$ cat src/rtl/mul_tree_out_packer.sv
// Result-stream receiver: buffers multiplier-tree words per batch,
// rescales bf16 lanes to the batch maximum and packs 4 words per beat.
module mul_tree_out_packer #(
    parameter int DEPTH  = 64,
    parameter int ADDR_W = 6
) (
    input  logic              clk,
    input  logic              rst,
    input  logic [63:0]       mul_out,
    input  logic              mul_out_vld,
    input  logic [ADDR_W:0]   batch_words,
    input  logic [7:0]        max_exponent,
    input  logic              max_exponent_vld,
    output logic              max_exponent_ready,
    output logic [255:0]      pkt_data,
    output logic              pkt_vld,
    input  logic              pkt_ready,
    output logic              busy,
    output logic              err_overflow
);

    typedef enum logic [1:0] {IDLE, ASM, HOLD} state_t;

    localparam logic [ADDR_W:0]   CNT_FULL = (ADDR_W+1)'(DEPTH);
    localparam logic [ADDR_W:0]   CNT_ONE  = 1;
    localparam logic [ADDR_W-1:0] PTR_ONE  = 1;
    localparam logic [ADDR_W-2:0] BEAT_ONE = 1;

    logic [63:0]       mem [DEPTH];
    logic [ADDR_W-1:0] wptr, rptr;
    logic [ADDR_W:0]   count, wcnt;
    logic              cap_pend;
    logic [7:0]        eq [2];
    logic              eq_wp, eq_rp;
    logic [1:0]        eq_cnt;
    state_t            state, state_nx;
    logic [1:0]        lane_j;
    logic [7:0]        m_lat;
    logic [ADDR_W-2:0] beats;
    logic [63:0]       stage [4];
    logic [63:0]       nword;

    logic fifo_empty, fifo_full, last_word;
    logic pop, wr_ok, wr_drop;
    logic capture, load, eq_pop, eq_push, eq_drop, start;

    function automatic logic [15:0] norm(input logic [15:0] l,
                                         input logic [7:0]  m);
        logic [9:0] ne;
        ne = {2'b00, l[14:7]} + 10'd127 - {2'b00, m};
        if (l[14:7] == 8'h00)
            norm = {l[15], 15'h0};
        else if (l[14:7] == 8'hFF)
            norm = l;
        else if (ne[9] || ne == 10'd0)
            norm = {l[15], 15'h0};
        else if (ne >= 10'd255)
            norm = {l[15], 8'd254, l[6:0]};
        else
            norm = {l[15], ne[7:0], l[6:0]};
    endfunction

    assign fifo_empty = (count == '0);
    assign fifo_full  = (count == CNT_FULL);
    assign last_word  = (wcnt == batch_words - CNT_ONE);
    assign pop        = (state == ASM) && !fifo_empty;
    assign wr_ok      = mul_out_vld && (!fifo_full || pop);
    assign wr_drop    = mul_out_vld && fifo_full && !pop;

    assign max_exponent_ready = !rst && mul_out_vld && last_word;

    assign capture = cap_pend && max_exponent_vld;
    assign load    = (state == HOLD) && (!pkt_vld || pkt_ready);
    assign eq_pop  = load && (beats == BEAT_ONE);
    assign eq_push = capture && (eq_cnt != 2'd2 || eq_pop);
    assign eq_drop = capture && (eq_cnt == 2'd2) && !eq_pop;
    assign start   = (state == IDLE) && (eq_cnt != 2'd0);

    assign busy = !fifo_empty || (eq_cnt != 2'd0) || pkt_vld;

    always_comb begin
        nword = '0;
        for (int k = 0; k < 4; k++)
            nword[16*k +: 16] = norm(mem[rptr][16*k +: 16], m_lat);
    end

    always_comb begin
        state_nx = state;
        unique case (state)
            IDLE: if (start) state_nx = ASM;
            ASM:  if (pop && lane_j == 2'd3) state_nx = HOLD;
            HOLD: if (load) state_nx = (beats == BEAT_ONE) ? IDLE : ASM;
            default: state_nx = IDLE;
        endcase
    end

    // Storage arrays carry no reset; pointers and counts qualify them.
    always_ff @(posedge clk) begin
        if (wr_ok) mem[wptr] <= mul_out;
        if (eq_push) eq[eq_wp] <= max_exponent;
        if (pop) stage[lane_j] <= nword;
    end

    always_ff @(posedge clk) begin
        if (rst) begin
            wptr         <= '0;
            rptr         <= '0;
            count        <= '0;
            wcnt         <= '0;
            cap_pend     <= 1'b0;
            eq_wp        <= 1'b0;
            eq_rp        <= 1'b0;
            eq_cnt       <= 2'd0;
            state        <= IDLE;
            lane_j       <= 2'd0;
            m_lat        <= 8'd0;
            beats        <= '0;
            pkt_data     <= '0;
            pkt_vld      <= 1'b0;
            err_overflow <= 1'b0;
        end else begin
            state <= state_nx;
            if (wr_ok) wptr <= wptr + PTR_ONE;
            if (pop)   rptr <= rptr + PTR_ONE;
            case ({wr_ok, pop})
                2'b10:   count <= count + CNT_ONE;
                2'b01:   count <= count - CNT_ONE;
                default: count <= count;
            endcase
            if (mul_out_vld)
                wcnt <= last_word ? '0 : wcnt + CNT_ONE;
            if (mul_out_vld && last_word)
                cap_pend <= 1'b1;
            else if (capture)
                cap_pend <= 1'b0;
            if (wr_drop || eq_drop)
                err_overflow <= 1'b1;
            if (eq_push) eq_wp <= ~eq_wp;
            if (eq_pop)  eq_rp <= ~eq_rp;
            case ({eq_push, eq_pop})
                2'b10:   eq_cnt <= eq_cnt + 2'd1;
                2'b01:   eq_cnt <= eq_cnt - 2'd1;
                default: eq_cnt <= eq_cnt;
            endcase
            if (start) begin
                m_lat  <= eq[eq_rp];
                beats  <= batch_words[ADDR_W:2];
                lane_j <= 2'd0;
            end else if (pop) begin
                lane_j <= lane_j + 2'd1;
            end
            if (load) begin
                pkt_data <= {stage[3], stage[2], stage[1], stage[0]};
                pkt_vld  <= 1'b1;
                beats    <= beats - BEAT_ONE;
            end else if (pkt_vld && pkt_ready) begin
                pkt_vld <= 1'b0;
            end
        end
    end

endmodule
$ cat config.mk
export PLATFORM = sky130hd
export DESIGN_NAME = mul_tree_out_packer
export DESIGN_NICKNAME = d
export VERILOG_FILES = /design/src/rtl/mul_tree_out_packer.sv
export SDC_FILE = /design/constraint.sdc
export NUM_CORES = 2
export LEC_CHECK = 0
export BUFFER_PORTS_ARGS = -buffer_cell sky130_fd_sc_hd__clkbuf_2
export CORE_MARGIN = 2
export CORE_UTILIZATION = 45
export CTS_CLUSTER_SIZE = 20
export DETAILED_ROUTE_END_ITERATION = 16
export GPL_TIMING_DRIVEN = 0
export RECOVER_POWER = 25
export REMOVE_ABC_BUFFERS = 1
export SETUP_SLACK_MARGIN = 0.2
export SKIP_LAST_GASP = 1
export SYNTH_ARGS = -nofsm -noshare
export SYNTH_HDL_FRONTEND = slang
export SYNTH_MEMORY_MAX_BITS = 65536
export SYNTH_SLANG_ARGS = --single-unit
$ cat constraint.sdc
create_clock -name clk -period 5.96 [get_ports clk]
set_input_delay 0.894 -clock clk [delete_from_list [all_inputs] [get_ports clk]]
set_output_delay 0.894 -clock clk [all_outputs]
set_load 0.02 [all_outputs]
==> metrics <==
final setup fails 0; switching part of the total 0.201; final period utilization 0.958; Total Die Area 400000 sq um; Max Fanout on Critical Path 14; RSZ-0062 raised after global routing false; Final Hold Viols 0; first-pass GRT wire length around 710000 microns; DR WL/cell 35.5 microns; number of synthesized flops with an enable pin 4368; GRT Util Overall 0.259; mux contribution to synthesized area 0.156; 1st-pass router iterations 6; Rows 230; setup slack after layout roughly 0.25 ns; GP Congestion roughly 0.76; cells after synthesis 8236; critical path class register to register; maximum clock rate 175 MHz; Crit-path slowest cell fa_1; fin area ~210000 sq um; CP Buf/Inv Count 6; Psw about 13000 uW; core area 393000 sq um; Logic pwr share 0.021; Distinct cells, synth between 60 and 70; r2r endpoint stage[1][49]; worst skew pair latency 1.00 ns; Main synth FF type edfxtp_1; Cell Area, Placed 193000 sq um; largest stage delay on the critical path 0.47 ns; worst slack, placed -2.17 ns; Remaining Overflow, GRT 0; Avg Synthesized Cell Area around 22 sq um; #FFs+latches synth around 4700; hold path startpoint max_exponent[1]; Reg power frac 0.549; CP dominant cell by count buf_16; Clock transition at path regs roughly 0.060 ns; Remaining DRCs 0; Slew @ Worst Pin 2.61 ns; Area contributors post-synth edfxtp_1, mux4_2, dfxtp_1; Hold Worst Slack roughly 0.11 ns; Die W roughly 630 microns; clk sink count 4680; worst-case reg-to-reg path depth 22; CTS buffer count between 400 and 500; initial antenna violation count 55; VDD IR max 0.293 mV; drt via density slightly above 6; Post-Route WL approximately 520000 microns; layout cell share with drive strength beyond 1 0.301; Yosys top cell by area edfxtp_1; Clock Skew between 0.05 and 0.06 ns; nets a little over 9000; internal power 52600 uW; Critical Path Sink Type register; Yosys top cell area share 0.738; clk buf depth 4; Synth Area in XOR/XNOR 0.00237; root buf cell clkbuf_16; via count approximately 92000; mapped cell area between 150000 and 200000 sq um; pwr/cell area 312 nW/um^2; area added between synthesis and finish 18.7%; P_leak 0.0652 uW; main combinational cell family by area after synthesis multiplexers; dpl hpwl 325000 microns; WP data required approximately 6.7 ns; Rel. slew slack -0.737; Initial Utilization 0.452; Finished Core Util 0.537; WHS Path Cells 1; register area share after synthesis 0.773; post-synthesis simple-gate area fraction 0.0218; Max-Cap Viols 46; Routed Antenna Nets 0; total design power between 60000 and 70000 uW; CP arrival roughly 6.4 ns; IO Count ~340; Worst setup SP type register; R2R setup slack 0.25 ns; WP depth 22; failing checks capacitance limit, slew limit; path type of the worst min-delay path primary input to register; H-tree Lvls 5; compound-cell area share of the yosys netlist 0.0258; largest net degree at the start of global routing around 150; clock power share 0.430; CTS tree built; Synth async-reset ratio 0; Vert. Die Dim 632 microns; critical-path cell list buf_16 -> buf_16 -> buf_16 -> buf_16 -> or2_4 -> o221ai_1 -> a21oi_1 -> a31oi_4 -> nor2_4 -> ha_1 -> ha_1 -> fa_1 -> a21o_1 -> a21o_1 -> a21o_1 -> a211oi_2 -> o221a_2 -> nand4b_1 -> a21oi_4 -> buf_12 -> nor3b_2 -> buf_4; number of DRC markers in iteration 0 between 10000 and 15000; delay-heaviest family, CP compound AO/OA/AOI/OAI gates; Pins Over Slew Limit about 3000; vias in the first global route roughly 89000; most common cell in the synthesized netlist edfxtp_1; hold endpoint eq[0][1]; final worst path period need 5.71 ns; status complete, but fails checks; YS warnings 0; hold buffers post-CTS 0; Synth top cells by count edfxtp_1, mux4_2, nand2_1, a21oi_1, dfxtp_1; adder-cell share of the synthesized area 0.00591; number of buffers added on ports ~340
==> flip-flops by register name, summed over array words and instances (netlist names), 6 cells and up, named ones only <==
| name | count |
|---|---|
| wptr | 6 |
| count | 7 |
| rptr | 6 |
| mem | 4096 |
| wcnt | 7 |
| stage | 256 |
| eq | 16 |
| m_lat | 8 |
| pkt_data | 256 |
==> how the worst max path moves through the flow <==
stage,startpoint,endpoint
2_1_floorplan,register,stage[0][16]
3_3_place_gp,register,stage[0][37]
3_5_place_dp,register,stage[0][17]
4_1_cts,register,stage[0][36]
5_1_grt,register,stage[1][49]
6_report,register,stage[1][49]
==> per-layer routing <==
metal  vias up  track usage  part of all wire
met5         -      0.00193           0.00050
met4        28       0.0879             0.038
met3      1132       0.0607              0.11
met2      5556        0.412              0.47
met1     49200        0.352              0.38
li1      36100            -                 -
==> logic make-up after synthesis <==
| kind of cell | count (synthesis) |
|---|---|
| buf+inv | 501 |
| compound gates | 762 |
| fa+ha+maj | 81 |
| xor+xnor | 48 |
| simple gates | 887 |
| mux | 1277 |
| flops | 4680 |
==> power by group through the flow <==
stage / clock (uW) / combinational (uW) / sequential [uW]
floorplan: 0 / 527 / 36800
finish: 28300 / 1410 / 36100
global placement: 0 / 1220 / 36800
global route: 29900 / 1510 / 36100
detailed placement: 0 / 1320 / 36800
CTS: 28600 / 1370 / 36100
==> placed cells by master, fill, tap and decap left out, drive strengths merged, types with 19 or more instances in the layout <==
cell type	synthesis	final
bufbuf	0	44
buf	246	512
nor2b	19	19
nor2	152	152
dfxtp	312	312
edfxtp	4368	4368
bufinv	0	38
mux2i	90	90
clkinv	0	181
clkbuf	194	936
nand2	566	566
mux4	1187	1187
xor2	24	24
xnor2	24	24
a22oi	97	97
ha	76	76
a21oi	415	415
diode	0	36
o221ai	29	29
a221oi	31	31
a211oi	33	33
nand2b	28	28
a21o	22	22
o21ai	76	76
nor4	26	26
inv	61	72
==> area by class of cell <==
cell class                 instances  area (sq um)
fill                           29400        182000
clock inverter                   248          2280
timing repair buffer             907         13400
inverter                          61           254
clock buffer                     585         12300
sequential                      4680        137000
antenna                           36          90.1
multi-input combinational       3055         38600
tap                             5220          6530
==> through the flow <==
step | setup TNS (ns) | cells
after floorplan | - | 7796
after global placement | - | 13400
after global routing | 0 | 14800
after CTS | 0 | 14700
final | 0 | 14800
after detailed placement | -388.88 | 13800
==> what timing repair did <==
item / 4_1_cts / 5_1_grt
pin swaps: 17 / 11
buffers inserted: 61 / 40
cloned: 46 / 9
endpoints found under the setup margin: 240 / 219
resized for setup: 65 / 38
No activity file was read; power rests on OpenSTA's default activity.
